## src/rtl/misr_resp_compactor_pkg.sv

```systemverilog
// rtl/misr_resp_compactor_pkg.sv - shared types, default polynomials and width helper for the MISR compactor
// Purpose : package misr_pkg, imported by every file of the compactor.
// Contents: state_t   - FSM states IDLE / RUN / DONE
//           POLY_N4   - default feedback taps for N=4 (x^4 implicit)
//           POLY_N8   - default feedback taps for N=8 (x^8 implicit)
//           cnt_width - width of a counter able to hold 0..num_pat
package misr_pkg;

    typedef enum logic [1:0] {
        IDLE = 2'd0,
        RUN  = 2'd1,
        DONE = 2'd2
    } state_t;

    localparam logic [3:0] POLY_N4 = 4'h3;
    localparam logic [7:0] POLY_N8 = 8'h1D;

    function automatic int cnt_width(input int num_pat);
        return $clog2(num_pat + 1);
    endfunction

endpackage

```

## src/rtl/misr_resp_compactor_if.sv

```systemverilog
// rtl/misr_resp_compactor_if.sv - response-word handshake between CUT outputs and the compactor
// Purpose : bundles the response stream into one port.
// Signals : resp_valid - word present (upstream drives)
//           resp_ready - compactor accepts a word (compactor drives)
//           resp_data  - N-bit response word
//           resp_xmask - N-bit X mask, only when MISR_X_MASK_EN is defined
// Modports: master - upstream source; slave - the compactor.
// Macro   : MISR_X_MASK_EN adds resp_xmask.
interface misr_resp_compactor_if #(
    parameter int N = 8
);
    logic         resp_valid;
    logic         resp_ready;
    logic [N-1:0] resp_data;
`ifdef MISR_X_MASK_EN
    logic [N-1:0] resp_xmask;

    modport master (output resp_valid, output resp_data, output resp_xmask, input resp_ready);
    modport slave  (input resp_valid, input resp_data, input resp_xmask, output resp_ready);
`else
    modport master (output resp_valid, output resp_data, input resp_ready);
    modport slave  (input resp_valid, input resp_data, output resp_ready);
`endif
endinterface

```

## src/rtl/misr_resp_compactor_misr_reg.sv

```systemverilog
// rtl/misr_resp_compactor_misr_reg.sv - multiple-input signature register with seed load and shift enable
// Purpose : holds the signature; load has priority over shift.
// Ports   : clk, rst_n   - clock, async active-low reset (signature -> SEED)
//           i_load       - reload SEED
//           i_shift_en   - absorb i_data this edge
//           i_data       - word to fold in
//           o_sig        - current signature
//           o_sig_next   - signature after absorbing i_data
module misr_reg #(
    parameter int           N    = 8,
    parameter logic [N-1:0] POLY = 'h1D,
    parameter logic [N-1:0] SEED = '0
) (
    input  logic         clk,
    input  logic         rst_n,
    input  logic         i_load,
    input  logic         i_shift_en,
    input  logic [N-1:0] i_data,
    output logic [N-1:0] o_sig,
    output logic [N-1:0] o_sig_next
);
    logic [N-1:0] r_sig;

    // Galois-style step: shift left, fold POLY back in when the MSB falls out.
    always_comb begin
        o_sig_next = {r_sig[N-2:0], 1'b0} ^ (r_sig[N-1] ? POLY : '0) ^ i_data;
    end

    always_ff @(posedge clk or negedge rst_n) begin
        if (!rst_n) begin
            r_sig <= SEED;
        end else if (i_load) begin
            r_sig <= SEED;
        end else if (i_shift_en) begin
            r_sig <= o_sig_next;
        end
    end

    assign o_sig = r_sig;
endmodule

```

## src/rtl/misr_resp_compactor.sv

```systemverilog
// rtl/misr_resp_compactor.sv - MISR response compactor with pattern counter and golden compare
// Purpose : absorbs NUM_PAT response words, then reports signature == golden.
// Ports   : clk, rst_n  - clock, async active-low reset
//           start       - begin a run (honoured in IDLE/DONE only), latches golden
//           golden      - expected signature
//           rif         - response handshake (slave modport)
//           signature   - current MISR contents
//           pat_count   - words absorbed this run, saturating at NUM_PAT
//           busy / done - in RUN / in DONE
//           pass        - valid while done
// Macro   : MISR_X_MASK_EN - absorbed word is resp_data & ~resp_xmask.
module misr_resp_compactor
    import misr_pkg::*;
#(
    parameter int           N       = 8,
    parameter int           NUM_PAT = 16,
    parameter logic [N-1:0] POLY    = 'h1D,
    parameter logic [N-1:0] SEED    = '0
) (
    input  logic                            clk,
    input  logic                            rst_n,
    input  logic                            start,
    input  logic [N-1:0]                    golden,
    misr_resp_compactor_if.slave            rif,
    output logic [N-1:0]                    signature,
    output logic [cnt_width(NUM_PAT)-1:0]   pat_count,
    output logic                            busy,
    output logic                            done,
    output logic                            pass
);
    localparam int CW = cnt_width(NUM_PAT);

    state_t          r_state;
    logic [CW-1:0]   r_cnt;
    logic [N-1:0]    r_golden;
    logic            r_ready;
    logic            r_busy;
    logic            r_done;
    logic            r_pass;

    logic            w_fire;
    logic            w_start_acc;
    logic [N-1:0]    w_word;
    logic [N-1:0]    w_sig;
    logic [N-1:0]    w_sig_next;

`ifdef MISR_X_MASK_EN
    assign w_word = rif.resp_data & ~rif.resp_xmask;
`else
    assign w_word = rif.resp_data;
`endif

    // r_ready is high exactly in RUN, so the fire term needs no state decode.
    assign w_fire      = rif.resp_valid & r_ready;
    assign w_start_acc = start & (r_state != RUN);

    misr_reg #(
        .N    (N),
        .POLY (POLY),
        .SEED (SEED)
    ) u_misr (
        .clk        (clk),
        .rst_n      (rst_n),
        .i_load     (w_start_acc),
        .i_shift_en (w_fire),
        .i_data     (w_word),
        .o_sig      (w_sig),
        .o_sig_next (w_sig_next)
    );

    always_ff @(posedge clk or negedge rst_n) begin
        if (!rst_n) begin
            r_state  <= IDLE;
            r_cnt    <= '0;
            r_golden <= '0;
            r_ready  <= 1'b0;
            r_busy   <= 1'b0;
            r_done   <= 1'b0;
            r_pass   <= 1'b0;
        end else begin
            case (r_state)
                IDLE, DONE: begin
                    if (start) begin
                        r_state  <= RUN;
                        r_cnt    <= '0;
                        r_golden <= golden;
                        r_ready  <= 1'b1;
                        r_busy   <= 1'b1;
                        r_done   <= 1'b0;
                        r_pass   <= 1'b0;
                    end
                end
                RUN: begin
                    if (w_fire) begin
                        if (r_cnt != CW'(NUM_PAT)) begin
                            r_cnt <= r_cnt + CW'(1);
                        end
                        if (r_cnt == CW'(NUM_PAT - 1)) begin
                            // Compare against the value the MISR takes on this same edge.
                            r_state <= DONE;
                            r_ready <= 1'b0;
                            r_busy  <= 1'b0;
                            r_done  <= 1'b1;
                            r_pass  <= (w_sig_next == r_golden);
                        end
                    end
                end
                default: begin
                    r_state <= IDLE;
                    r_ready <= 1'b0;
                    r_busy  <= 1'b0;
                    r_done  <= 1'b0;
                    r_pass  <= 1'b0;
                end
            endcase
        end
    end

    assign rif.resp_ready = r_ready;
    assign signature      = w_sig;
    assign pat_count      = r_cnt;
    assign busy           = r_busy;
    assign done           = r_done;
    assign pass           = r_pass;
endmodule

```

## src/flat_wrapper.sv

```systemverilog
// flat-port wrapper written by rule: the top's interface ports become plain ports
module misr_resp_compactor_flat import misr_pkg::*;
#(
    parameter int           N       = 8,
    parameter int           NUM_PAT = 16,
    parameter logic [N-1:0] POLY    = 'h1D,
    parameter logic [N-1:0] SEED    = '0
)
  (clk, rst_n, start, golden, signature, pat_count, busy, done, pass, rif_resp_valid, rif_resp_data, rif_resp_ready);
  misr_resp_compactor_if #(.N(N)) rif_i ();
  input  logic clk;
  input  logic rst_n;
  input  logic start;
  input  logic [N-1:0] golden;
  output logic [N-1:0] signature;
  output logic [cnt_width(NUM_PAT)-1:0] pat_count;
  output logic busy;
  output logic done;
  output logic pass;
  input wire logic [$bits(rif_i.resp_valid)-1:0] rif_resp_valid;
  input wire logic [$bits(rif_i.resp_data)-1:0] rif_resp_data;
  output wire logic [$bits(rif_i.resp_ready)-1:0] rif_resp_ready;
  assign rif_i.resp_valid = rif_resp_valid;
  assign rif_i.resp_data = rif_resp_data;
  assign rif_resp_ready = rif_i.resp_ready;
  misr_resp_compactor #(.N(N), .NUM_PAT(NUM_PAT), .POLY(POLY), .SEED(SEED)) u_core (.clk(clk), .rst_n(rst_n), .start(start), .golden(golden), .rif(rif_i), .signature(signature), .pat_count(pat_count), .busy(busy), .done(done), .pass(pass));
endmodule
```

## config.mk

```make
export PLATFORM = sky130hd
export DESIGN_NAME = misr_resp_compactor_flat
export DESIGN_NICKNAME = d
export VERILOG_FILES = /design/src/rtl/misr_resp_compactor_pkg.sv /design/src/rtl/misr_resp_compactor_if.sv /design/src/rtl/misr_resp_compactor_misr_reg.sv /design/src/rtl/misr_resp_compactor.sv /design/src/flat_wrapper.sv
export SDC_FILE = /design/constraint.sdc
export NUM_CORES = 1
export LEC_CHECK = 0
export CAP_MARGIN = 20
export CORE_ASPECT_RATIO = 0.8
export CORE_MARGIN = 2
export CORE_UTILIZATION = 42
export CTS_CLUSTER_SIZE = 40
export DETAILED_ROUTE_END_ITERATION = 6
export GPL_TIMING_DRIVEN = 0
export HOLD_SLACK_MARGIN = 0.08
export PLACE_DENSITY = 0.84
export SLEW_MARGIN = 0
export SYNTH_ARGS = -nofsm -noshare
export SYNTH_HDL_FRONTEND = slang
export SYNTH_SLANG_ARGS = --single-unit
```

## constraint.sdc

```tcl
create_clock -name clk -period 2 [get_ports clk]
set_clock_uncertainty 0.1 [all_clocks]
set_input_delay 0.2 -clock clk [delete_from_list [all_inputs] [get_ports clk]]
set_output_delay 0.2 -clock clk [all_outputs]
set_load 0.005 [all_outputs]
```

---- After elaboration in Yosys (flattened, before gate mapping) ----
Index checks and enable logic that the tools add are counted.
word-level totals
  output and inout port bits .............. 17
  input bits .............................. 20
  register bits ........................... 26
operators by class
  add/sub/neg operators ................... 1
  muxes and demuxes ....................... 22
  bitwise logic cells ..................... 4
  equal/unequal tests ..................... 10
  reductions and logical operators ........ 7
operators with widths
  kind                 number
  $mux 5               4
  $mux 8               2
  $xor 8x8->8          2
  $pmux 5 s2           1
  $eq 8x8->1           1
  $mux 1               8
  $mux 2               3
  $ne 2x1->1 const B   3
  $pmux 1 s2           3
  $add 5x1->5 const B  1
  $eq 5x4->1 const B   1
  $ne 5x5->1 const B   1
  $ne 2x2->1 const B   2
  $pmux 2 s2           1
  $reduce_and 4->1     1
  $reduce_bool 2->1    2
  $reduce_and 3->1     1
  $and 1x1->1          2
  $eq 2x1->1 const B   1
  $eq 2x2->1 const B   1
  $logic_not 2->1      1
  $reduce_and 2->1     1
  $reduce_or 2->1      1

---- Depth between registers and ports, before layout ----
  depth after elaboration ................. 7
  depth in mapped cells ................... 7
  gate-level depth less buffers ........... 7

---- By module ----
A second synthesis with hierarchy kept.
second synthesis, totals
  cell total of the unflattened synthesis .. 130
  area total of the unflattened synthesis .. 1347.5 sq um
modules (own cells, without submodules)
  module               instances  area an instance (sq um)  cells an instance
  misr_resp_compactor  1          900.9                     96
  misr_reg             1          446.7                     34

---- Least setup slack after synthesis ----
Ideal clock, no wire load.
  path type ............................... register to register
  from .................................... register u_core.r_cnt[0], in the netlist u_core.pat_count[0]
  to ...................................... register u_core.r_pass, in the netlist u_core.pass
  arrival time ............................ 1.753 ns
  path buffers ............................ 0
  stages on the path, launching flop included .. 8
  library setup time ...................... 0.092 ns
  period minus slack after synthesis ...... 1.944 ns
  required time ........................... 1.808 ns
  slack ................................... 0.056 ns
  path through ............................ dfrtp_1 > ha_1 > and3_1 > ha_1 > and3_1 > o22ai_1 > or4_1 > o31ai_2
between the ends
  cells in the longest elaborated chain, start to end .. 3
RTL lines
  element                            RTL line                    RTL
  start: declaration                 misr_resp_compactor.sv:34   logic [CW-1:0] r_cnt;
  start signal: assignment           misr_resp_compactor.sv:96   r_cnt <= r_cnt + CW'(1);
  $eq 5x4->1                         misr_resp_compactor.sv:98   if (r_cnt == CW'(NUM_PAT - 1)) begin
  $ne 2x1->1 (no source line)        n/a
  $reduce_and 3->1 (no source line)  n/a
  end signal: assignment             misr_resp_compactor.sv:104  r_pass <= (w_sig_next == r_golden);
  end: declaration                   misr_resp_compactor.sv:39   logic r_pass;
Every way passes these cells.
A chain may end at the register's enable or synchronous reset.

---- Final worst setup path ----
  from .................................... register u_core.r_cnt[1], in the netlist u_core.pat_count[1]
  to ...................................... register u_core.r_pass, in the netlist u_core.pass
The elaborated chain is that of the path after synthesis.

==> results.md <==
* Dominant cell by count in the synthesized netlist: sky130_fd_sc_hd__dfrtp_1
* Arrival time worst endpoint at 2070 ps
* R2r endpoint: u_core.pass
* Net count of the mapped netlist at 140
* Overflow left after global routing at 0
* Width of the die at approximately 67 um
* Gate count of the mapped netlist at 117
* Number of top-level design ports at 37
* Cell with the largest stage delay on the worst path: sky130_fd_sc_hd__or4_1
* Transition time at the pin with the least slew margin at between 300 and 400 ps
* Remaining max-slew budget at the tightest pin at 74.7%
* RSZ-0062 raised after global routing: true
* Dominant cell type by count on the critical path: sky130_fd_sc_hd__and3_4
* Clk pwr share at between 10% and 20%
* Number of cells in the finished layout apart from fillers at about 200
* Wire length after detailed routing at approximately 2.8 mm
* Clock buffer count from CTS at 3
* Critical path launch point type: flop
* Vias per cell at approximately 5.0
* DR DRC count at 0
* Initial Util at between 40% and 50%
* Number of rows in the core area at 18
* Count of state elements after synthesis at 25
* Largest cells by area after synthesis: sky130_fd_sc_hd__dfrtp_1 47%, sky130_fd_sc_hd__xnor2_1 7.9%, sky130_fd_sc_hd__mux2_2 6.7%, sky130_fd_sc_hd__xnor3_2 5.3%, sky130_fd_sc_hd__a211oi_1 2.8%
* DRC violation total after the first TritonRoute iteration at 20
* Cell depth of the worst flop-to-flop path at 7
* Post-synthesis cell type with the largest combined area: sky130_fd_sc_hd__dfrtp_1
* Largest family of logic cells by synthesized area: XOR/XNOR gates
* Antenna Cells at 0
* Per-cell routed wire length at 14.0 um
* Reg2Reg Setup Slack at around 18 ps
* Maximum resistive drop on vdd at 556 uV
* Final Slew Violations at 0
* Estimated wirelength of the detail-placed design at 2.09 mm
* Synth warnings at 0
* # setup viols final at 0
* Post-route worst hold slack at a little over 400 ps
* Die height at 54.5 um
* Power per Cell Area at 1420 mW/mm^2
* Skew-Pair Late Insertion Delay at 270 ps
* Via count of the first global-routing pass at between 900 and 1k
* Total Nets Final at between 150 and 200
* Psw at approximately 0.0009 W
* Area fraction in and, or, nand and nor cells after synthesis at 13.5%
* Unique masters post-synth at 31
* ANT nets after route at 0
* Critical-path cell list: ha_2 -> and3_4 -> ha_4 -> and3_4 -> o22ai_2 -> or4_1 -> o31ai_2
* Switching power as a share of total power at around a third
* Register area share after synthesis at approximately 47%
* Hold Startpoint: u_core.pass
* Largest fanout on the critical path at 3
* Share of layout cells above drive strength 1 at between 15 and 20%
* Top achievable clock speed at slightly above 0.5 GHz
* Max-capacitance violation count at 0
* Int Power at roughly 0.0018 W
* Final Hold Vio Count at 0
* Clock root buffer master: sky130_fd_sc_hd__clkbuf_8
* Number of buffers on the longest clock path at 2
* GRT Overall Usage at about 17%
* Path type of the worst setup path: flop to flop
* Path class of the lowest-slack min-delay path: flop to flop
* Mean instance size in the synthesized netlist at about 11 sq um
* Port-buffer cells at 36
* Count of cells along the worst hold path at 2
* Total Neg Setup Slack at 0 ps
* Count of TritonRoute iterations in the first routing pass at 4
* Initial antenna violation count at 0
* Required time of the critical path at roughly 2100 ps
* Run status: complete, no violations
* Crit share post-route at between 90 and 100%
* Post-synth top area share at between 40 and 50%
* Final period demand of the worst path at 1980 ps
* TritonCTS Sinks at 25
* Area growth, synth to finish at 41.7%
* Vias post-DR at a little over 1k
* Startpoint of the worst register-to-register path: u_core.pat_count[1]
* Sequential group share of total power at between 30% and 40%
* Cell area after synthesis at ~0.0013 sq mm
* Async SR Flop Fraction at 100%
* Xor-xnor portion of the synthesized cell area at 16.2%
* Synth cell count leaders: 25 x sky130_fd_sc_hd__dfrtp_1, 12 x sky130_fd_sc_hd__xnor2_1, 8 x sky130_fd_sc_hd__mux2_2
* Setup crit end kind: flop
* Routability-driven placement congestion ratio at around 0.80
* Share of cell area taken by muxes after synthesis at 6.74%
* Area of the die at roughly 0.0037 sq mm
* Placeable core region at a little over 0.003 sq mm
* DP Cell Count at 193
* CTS HTree Levels at 1
* Share of power burned in combinational logic at a little over half
* Synthesized-area fraction occupied by adder cells at 2.81%
* Worst min-delay path endpoint: u_core.pass
* Compound-cell area share of the yosys netlist at approximately 10%
* Leading register cell type out of synthesis: sky130_fd_sc_hd__dfrtp_1
* Pin count of the biggest net entering global routing at 26
* Count of flip-flops with a built-in enable after synthesis at 0
* Global-route wire length before repair at approximately 4.4 mm
* Leak pwr at ~0.80 nW
* Peak per-stage delay on the critical path at 490 ps
* CTS tree: built
* Clock-pin slew on the worst setup and hold paths at roughly 90 ps
-- sequential cells by signal, indices dropped and copies added, names as in the netlist --
name and flops:
u_core.r_golden 8, u_core.u_misr.o_sig 8, u_core.pat_count 5, u_core.done 1
u_core.pass 1, u_core.r_state 1, u_core.rif.resp_ready 1
-- power by group through the flow --
stage          Clock, W  Sequential, W  Combinational (W)
6_report       0.000291       0.000944            0.00146
5_1_grt        0.000318       0.000979            0.00160
4_1_cts        0.000299       0.000938            0.00143
3_5_place_dp          0       0.000953            0.00138
3_3_place_gp          0       0.000934            0.00133
2_1_floorplan         0       0.000924           0.000874
-- how the worst max path moves through the flow --
stage,endpoint,cells after the start,start,slack [ps]
detailed placement,u_core.r_golden[2],5,start,-150
floorplan,u_core.pass,7,u_core.pat_count[0],60
finish,u_core.pass,7,u_core.pat_count[1],20
global placement,u_core.r_golden[7],5,start,-120
global route,u_core.pass,7,u_core.pat_count[0],-60
CTS,u_core.pass,7,u_core.pat_count[0],0.07
-- worst max-delay path: cells and delay by family, from the launching register on --
family | cells | cell delay [ps]
adder cells (fa/ha/maj) | 2 | 320
flip-flops | 1 | 360
AND/OR/NAND/NOR | 3 | 880
AO/OA/AOI/OAI | 2 | 250
-- cell families (layout without fill, tap and decap cells) --
kind of cell               count (synthesis)  after routing
buffers and inverters                     10             56
muxes                                      8              8
AOI/OAI and AO/OA                         21             21
DFF                                       25             25
xor gates and xnor gates                  18             18
adders and majority gates                  3              3
and+or+nand+nor                           32             32
-- cells in the final DEF (no fill, tap or decap), types with 2 or more instances in the layout --
cell type / n
sky130_fd_sc_hd__clkdlybuf4s50_1: 36
sky130_fd_sc_hd__dfrtp_1: 25
sky130_fd_sc_hd__xnor2_1: 12
sky130_fd_sc_hd__mux2_2: 8
sky130_fd_sc_hd__o21ai_0: 7
sky130_fd_sc_hd__nand2_1: 7
sky130_fd_sc_hd__nor2_1: 6
sky130_fd_sc_hd__a211oi_1: 5
sky130_fd_sc_hd__buf_4: 5
sky130_fd_sc_hd__inv_1: 4
sky130_fd_sc_hd__nor2b_1: 4
sky130_fd_sc_hd__clkbuf_1: 3
sky130_fd_sc_hd__and2_1: 3
sky130_fd_sc_hd__xnor3_2: 3
sky130_fd_sc_hd__clkbuf_8: 3
sky130_fd_sc_hd__and3_4: 2
sky130_fd_sc_hd__a21o_1: 2
sky130_fd_sc_hd__nand2b_1: 2
sky130_fd_sc_hd__a21oi_1: 2
sky130_fd_sc_hd__or3_1: 2
sky130_fd_sc_hd__xor2_1: 2
sky130_fd_sc_hd__or4_1: 2
-- cell type report --
type	instances	area, sq um
inverters	4	15.0
well taps	40	50.0
plain buffers	6	35.0
multi-input cells	82	693
clock inverters	1	5.00
flip-flops and latches	25	626
fillers	256	1170
clock buffers	3	41.3
repair buffers	42	428
-- per-stage QoR --
stage	total power, W	area [sq um]	setup slack, ps	util [%]
after floorplan	0.00180	1340	55.5	-
after CTS	0.00267	1830	0.0737	59.8
final	0.00269	1890	17.7	61.8
after global routing	0.00290	1890	-62.9	61.8
after detailed placement	0.00233	1750	-154	57.0
after global placement	0.00226	1750	-124	57.0
-- repair_timing --
action / 4_1_cts / 5_1_grt
hold buffers: 0 / 1
hold endpoints to repair: 0 / 3
cloned: 0 / 0
buffers inserted: 3 / 1
setup endpoints to repair: 1 / 7
gates resized for setup: 4 / 4
pin swaps: 2 / 0
-- per-layer routing --
| metal | global-route usage (%) | share of wire [%] | vias to the layer above |
|---|---|---|---|
| met4 | 6.80 | 1.5 | 0 |
| met1 | 20.9 | 46 | 486 |
| met5 | 0 | 0 | - |
| met2 | 28.7 | 47 | 31 |
| li1 | - | - | 496 |
| met3 | 3.50 | 4.6 | 5 |
Note: power is estimated with default switching activity, not from simulation.
